[src/rtl/pipe_stage_skid.sv]
// Pipeline stage register with valid/ready handshake, one-entry skid buffer and synchronous flush.
// Define PIPE_STAGE_STATS_EN to implement the stall_cnt/flush_cnt statistics counters.
module pipe_stage_skid #(
    parameter int               WIDTH       = 32,
    parameter logic [WIDTH-1:0] FLUSH_VALUE = {WIDTH{1'b0}},
    parameter int               CNT_W       = 16
) (
    input  logic             clk,
    input  logic             rst,
    input  logic             flush,
    input  logic             in_valid,
    output logic             in_ready,
    input  logic [WIDTH-1:0] in_data,
    output logic             out_valid,
    input  logic             out_ready,
    output logic [WIDTH-1:0] out_data,
    output logic [CNT_W-1:0] stall_cnt,
    output logic [CNT_W-1:0] flush_cnt
);

    // Bit 0 is main_v and bit 1 is skid_v, so valid flags come straight off the state flops.
    typedef enum logic [1:0] {
        EMPTY = 2'b00,
        ONE   = 2'b01,
        FULL  = 2'b11
    } state_t;

    state_t           state_q;
    logic [WIDTH-1:0] main_q;
    logic [WIDTH-1:0] skid_q;
    logic             in_ready_q;
    logic             accept_s;
    logic             release_s;

    assign in_ready  = in_ready_q & rst;
    assign out_valid = state_q[0];
    assign out_data  = main_q;
    assign accept_s  = in_valid & in_ready & ~flush;
    assign release_s = state_q[0] & out_ready;

    // Handshake state machine; main_q reloads FLUSH_VALUE whenever it becomes empty.
    always_ff @(posedge clk) begin
        if (!rst) begin
            state_q    <= EMPTY;
            main_q     <= FLUSH_VALUE;
            skid_q     <= {WIDTH{1'b0}};
            in_ready_q <= 1'b1;
        end else if (flush) begin
            state_q    <= EMPTY;
            main_q     <= FLUSH_VALUE;
            in_ready_q <= 1'b1;
        end else begin
            case (state_q)
                EMPTY: begin
                    if (accept_s) begin
                        state_q <= ONE;
                        main_q  <= in_data;
                    end
                end
                ONE: begin
                    if (accept_s && release_s) begin
                        main_q <= in_data;
                    end else if (accept_s) begin
                        state_q    <= FULL;
                        skid_q     <= in_data;
                        in_ready_q <= 1'b0;
                    end else if (release_s) begin
                        state_q <= EMPTY;
                        main_q  <= FLUSH_VALUE;
                    end
                end
                FULL: begin
                    if (release_s) begin
                        state_q    <= ONE;
                        main_q     <= skid_q;
                        in_ready_q <= 1'b1;
                    end
                end
                default: begin
                    state_q    <= EMPTY;
                    main_q     <= FLUSH_VALUE;
                    in_ready_q <= 1'b1;
                end
            endcase
        end
    end

`ifdef PIPE_STAGE_STATS_EN
    localparam logic [CNT_W-1:0] CNT_MAX = {CNT_W{1'b1}};

    logic [CNT_W-1:0] stall_cnt_q;
    logic [CNT_W-1:0] flush_cnt_q;
    logic [1:0]       held_s;
    logic [CNT_W:0]   flush_sum_s;

    assign held_s      = {1'b0, state_q[0]} + {1'b0, state_q[1]};
    assign flush_sum_s = {1'b0, flush_cnt_q} + {{(CNT_W-1){1'b0}}, held_s};
    assign stall_cnt   = stall_cnt_q;
    assign flush_cnt   = flush_cnt_q;

    // Saturating statistics counters; a flush can discard two entries at once.
    always_ff @(posedge clk) begin
        if (!rst) begin
            stall_cnt_q <= {CNT_W{1'b0}};
            flush_cnt_q <= {CNT_W{1'b0}};
        end else begin
            if (state_q[0] && !out_ready && !flush && (stall_cnt_q != CNT_MAX)) begin
                stall_cnt_q <= stall_cnt_q + {{(CNT_W-1){1'b0}}, 1'b1};
            end
            if (flush) begin
                flush_cnt_q <= flush_sum_s[CNT_W] ? CNT_MAX : flush_sum_s[CNT_W-1:0];
            end
        end
    end
`else
    assign stall_cnt = {CNT_W{1'b0}};
    assign flush_cnt = {CNT_W{1'b0}};
`endif

endmodule

[config.mk]
export PLATFORM = sky130hd
export DESIGN_NAME = pipe_stage_skid
export DESIGN_NICKNAME = d
export VERILOG_FILES = /design/src/rtl/pipe_stage_skid.sv
export SDC_FILE = /design/constraint.sdc
export NUM_CORES = 1
export LEC_CHECK = 0
export BUFFER_PORTS_ARGS = -buffer_cell sky130_fd_sc_hd__buf_2
export CORE_ASPECT_RATIO = 1.75
export CORE_UTILIZATION = 42
export DETAILED_ROUTE_END_ITERATION = 7
export PLACE_DENSITY = 0.72
export REMOVE_ABC_BUFFERS = 1
export SYNTH_ARGS = -nofsm -noshare
export SYNTH_HDL_FRONTEND = slang
export SYNTH_SLANG_ARGS = --single-unit
[constraint.sdc]
create_clock -name clk -period 2.42 [get_ports clk]
set_input_delay 0.484 -clock clk [delete_from_list [all_inputs] [get_ports clk]]
set_output_delay 0.484 -clock clk [all_outputs]
set_load 0.03 [all_outputs]
---- After elaboration in Yosys (flattened, before gate mapping) ----
Cells that the tools add are included.
storage, ports and cells
  output and inout bits ................... 66
  input bits .............................. 37
  bits in registers ....................... 67
cells by class
  reduce and logical (&&, ||, !) cells .... 7
  mux-type cells .......................... 16
  bitwise gates (word level) .............. 8
  eq/ne operators ......................... 9
operators by type and width
  kind                                                                    number
  32-bit two-way mux                                                      5
  32-bit one-hot mux with 3 select lines                                  1
  4-bit AND reduction                                                     4
  2-bit two-way mux                                                       5
  3-bit != test (second input constant)                                   3
  2-bit != test (second input constant)                                   4
  2-bit one-hot mux with 3 select lines                                   1
  1-bit bitwise AND                                                       4
  1-bit NOT                                                               4
  1-bit two-way mux                                                       3
  1-bit one-hot mux with 3 select lines                                   1
  2-bit by 1-bit equality test with 1-bit output (second input constant)  1
  2-bit equality test (second input constant)                             1
  2-bit logical NOT                                                       1
  2-bit OR reduction                                                      1
  1-bit logical AND                                                       1

---- Depth between registers and ports, before layout ----
  word-level depth ........................ 6
  depth in mapped cells ................... 10
  gate-level depth less buffers ........... 6

---- Worst setup path before layout ----
Ideal clock, no wire load.
  path kind ............................... reg2reg
  from .................................... register state_q[0]
  to ...................................... register main_q[0], in the netlist out_data[0]
  stages on the path, launching flop included .. 10
  data required time ...................... 2.285 ns
  slack ................................... 0.134 ns
  arrival ................................. 2.151 ns
  path through ............................ dfxtp_1 buf_2 clkbuf_1 inv_1 ha_1 buf_2 a22o_1 buf_6 a22oi_2 nor2_2
between the ends
  longest elaborated chain between the ends .. 4
RTL lines
  element                                                                                  line  RTL
  start: declaration                                                                       28    state_t state_q;
  start signal: assignment                                                                 44    state_q <= EMPTY;
  start signal: assignment                                                                 49    state_q <= EMPTY;
  start signal: assignment                                                                 56    state_q <= ONE;
  1-bit bitwise AND                                                                        39    assign release_s = state_q[0] & out_ready;
  1-bit logical AND                                                                        61    if (accept_s && release_s) begin
  3-bit != test (no line) or 32-bit two-way mux (tied branches)                            --
  4-bit AND reduction (no line) or 32-bit one-hot mux with 3 select lines (tied branches)  --
  end signal: assignment                                                                   57    main_q <= in_data;
  end signal: assignment                                                                   62    main_q <= in_data;
  end signal: assignment                                                                   75    main_q <= skid_q;
  end: declaration                                                                         29    logic [WIDTH-1:0] main_q;
Parallel ways exist; a longest one is shown, timed or not.
A chain may end at the register's enable or synchronous reset.

---- Final worst setup path ----
  from .................................... register state_q[1]
  to ...................................... register state_q[1]
between the ends
  longest elaborated chain between the ends .. 3
RTL lines
  element                                                                       line  RTL
  2-bit by 1-bit equality test with 1-bit output, or another cell as far along  53    case (state_q)
  3-bit != test (no line) or 2-bit != test (tied branches)                      --
  4-bit AND reduction (no line)                                                 --
Parallel ways exist; a longest one is shown, timed or not.

==> impl_metrics.tcl <==
set metrics [dict create \
    worst_skew_pair.late_latency_ns 0.33 \
    seq_power_share 0.398 \
    synth_top_area_share 0.357 \
    p_int_mw 2.09 \
    dieArea_um2 9340 \
    drt_first_iter_violations 272 \
    start_kind "register" \
    powerDensity_nw_per_um2 661 \
    clkTransAtPathRegs_ns 0.05 \
    slew_violations 0 \
    worstSetupPathType "reg2reg" \
    post-cts-setup-buffers 0 \
    synth_area_leaders "dfxtp_1, a22oi_2, a22oi_1, buf_4, nand2_1" \
    diodes 0 \
    clkPwrFrac 0.456 \
    die_w_um 73.5 \
    syn_to_final_growth_pct 14.6 \
    die_height_um 127 \
    start_util 0.433 \
    r2r-start "state_q[1]" \
    hp-start "in_data[21]" \
    status "complete, no violations" \
    cts_made_buffers 9 \
    antenna_found_initial 0 \
    rr_endpoint "state_q[1]" \
    grt_util_all_layers 0.201 \
    reg2regPathDepth 6 \
    cts.htree.levels 3 \
    nets 522 \
    post-place-cells 587 \
    yosys_warnings 0 \
    io_pins 103 \
    setup_viol 0 \
    rows 45 \
    finalCritPeriodShare 0.808 \
    ctsResizeCount 0 \
    fmax_ghz 0.512 \
    power.switching_mw 0.754 \
    grt_pass1_wl_mm 14.5 \
    cp.required_ns 2.66 \
    worst_pin_slew_ns 0.989 \
    wire_per_inst_um 15.0 \
    drive_gt1_frac 0.340 \
    yosysSeqAreaShare 0.357 \
    reg2reg_slack_ns 0.47 \
    yosysTopAreaCell "dfxtp_1" \
    final.min_clock_period_ns 1.95 \
    port_buffers 70 \
    drc_errors 0 \
    finalHoldViolations 0 \
    final_common_cell "buf_2" \
    core_um2 8670 \
    dr.pass1.iters 4 \
    clock_sinks 67 \
    cts_tree "built" \
    power.leakage_nw 1.64 \
    synth_area_per_cell_um2 8.76 \
    routed_via_density 5.44 \
    end_kind "register" \
    slew_headroom 0.341 \
    utilization 0.496 \
    final_cell_mix "buf_2, dfxtp_1, nand2_1, a22oi_1" \
    min_to "skid_q[21]" \
    peakVddDrop_mv 0.457 \
    fill_cells 857 \
    cts-root-buf "clkbuf_16" \
    dp_hpwl_mm 5.98 \
    whs_path_depth 3 \
    grt_max_degree 39 \
    swShare 0.265 \
    antenna_left 0 \
    instances_no_fill 602 \
    grt.overflow.total 0 \
    cts_hold_buf 0 \
    crit_fanout 33 \
    combPwrFrac 0.147 \
    hold_path_class "in2reg" \
    syn_area_um2 3760 \
    yosysUniqueCellTypes 33 \
    rsz0062_at_grt "no" \
    synth_seq_cells 67 \
    synthCells 429 \
    clock_skew_ns 0.00718 \
    routed_wl_mm 9.03 \
    crit_arrival_ns 2.19 \
    vias 3273 \
    grt_pass1_vias 3089 \
    finalPower_mw 2.84 \
    finalSetupTns_ns 0 \
    gp_congestion 0.752 \
    cap_violations 0 \
    clock_path_buffers 2 \
]
## synthesized netlist by cell type, drive strengths merged
cell and number:
nand3 3, o21ai 32, and3 1, o211ai 1, a211oi 1, or2b 1
and4b 1, nand2 66, conb 1, inv 3, buf 51, a21boi 32
a22oi 65, o32ai 1, mux2 1, a21oi 2, dfxtp 67, and2 1
ha 4, nand4 32, a22o 1, or2 1, nand4b 1, a221oi 1
a221o 1, nor2 33, clkbuf 25
## power groups by stage
stage	Clock, mW	Combinational [mW]	Sequential (mW)
2_1_floorplan	0	0.247	1.18
3_3_place_gp	0	0.411	1.15
3_5_place_dp	0	0.417	1.15
4_1_cts	1.32	0.418	1.13
5_1_grt	1.36	0.449	1.13
6_report	1.30	0.417	1.13
## per-stage QoR
stage,hold slack (ns),setup WS (ns),area [µm²]
after floorplan,0.435,-1.24,3380
after global placement,0.440,0.289,4010
after detailed placement,0.447,0.241,4010
after CTS,0.405,0.426,4300
after global routing,0.417,0.338,4300
final,0.411,0.465,4300
## critical path, stage by stage, from the launching register on
cell and delay (ns):
dfxtp_1 0.32, inv_1 0.10, ha_1 0.17, or2_4 0.13, a22o_2 0.80, a21oi_1 0.08
o32ai_1 0.25
## metal layers
layer  share of wire  track usage
met1            0.38        0.209
met2            0.54        0.365
met3           0.048       0.0402
met4           0.032        0.110
met5               0            0
## worst max-delay path by stage
stage | startpoint | end | cells past startpoint
floorplan | state_q[0] | out_data[18] | 5
global placement | rst | state_q[1] | 5
detailed placement | rst | state_q[1] | 5
CTS | state_q[1] | state_q[1] | 6
global route | state_q[1] | state_q[1] | 6
finish | state_q[1] | state_q[1] | 6
## final cells by class
type	count	area, µm²	area share
well taps	117	146	0.0340
flip-flops and latches	67	1340	0.312
multi-input cells	314	2030	0.471
repair buffers	86	483	0.112
clock buffers	13	260	0.0605
clock inverters	2	35.0	0.00814
inverters	3	11.3	0.00262
## state kept, by name, indices dropped and copies added, names as in the netlist
signal      count
in_ready_q      1
skid_q         32
state_q         2
out_data       32
## cells by family (layout without fill, tap and decap cells)
kind of cell             Yosys count  in the layout  synth area share
buffers and inverters             79            104             0.135
flip-flops                        67             67             0.357
multiplexers                       1              1           0.00300
AND/OR/NAND/NOR                  140            140             0.193
AO/OA/AOI/OAI                    137            137             0.297
other                              1             32          0.000998
adder cells (fa/ha/maj)            4              4            0.0133
(Power assumes the default switching activity.)
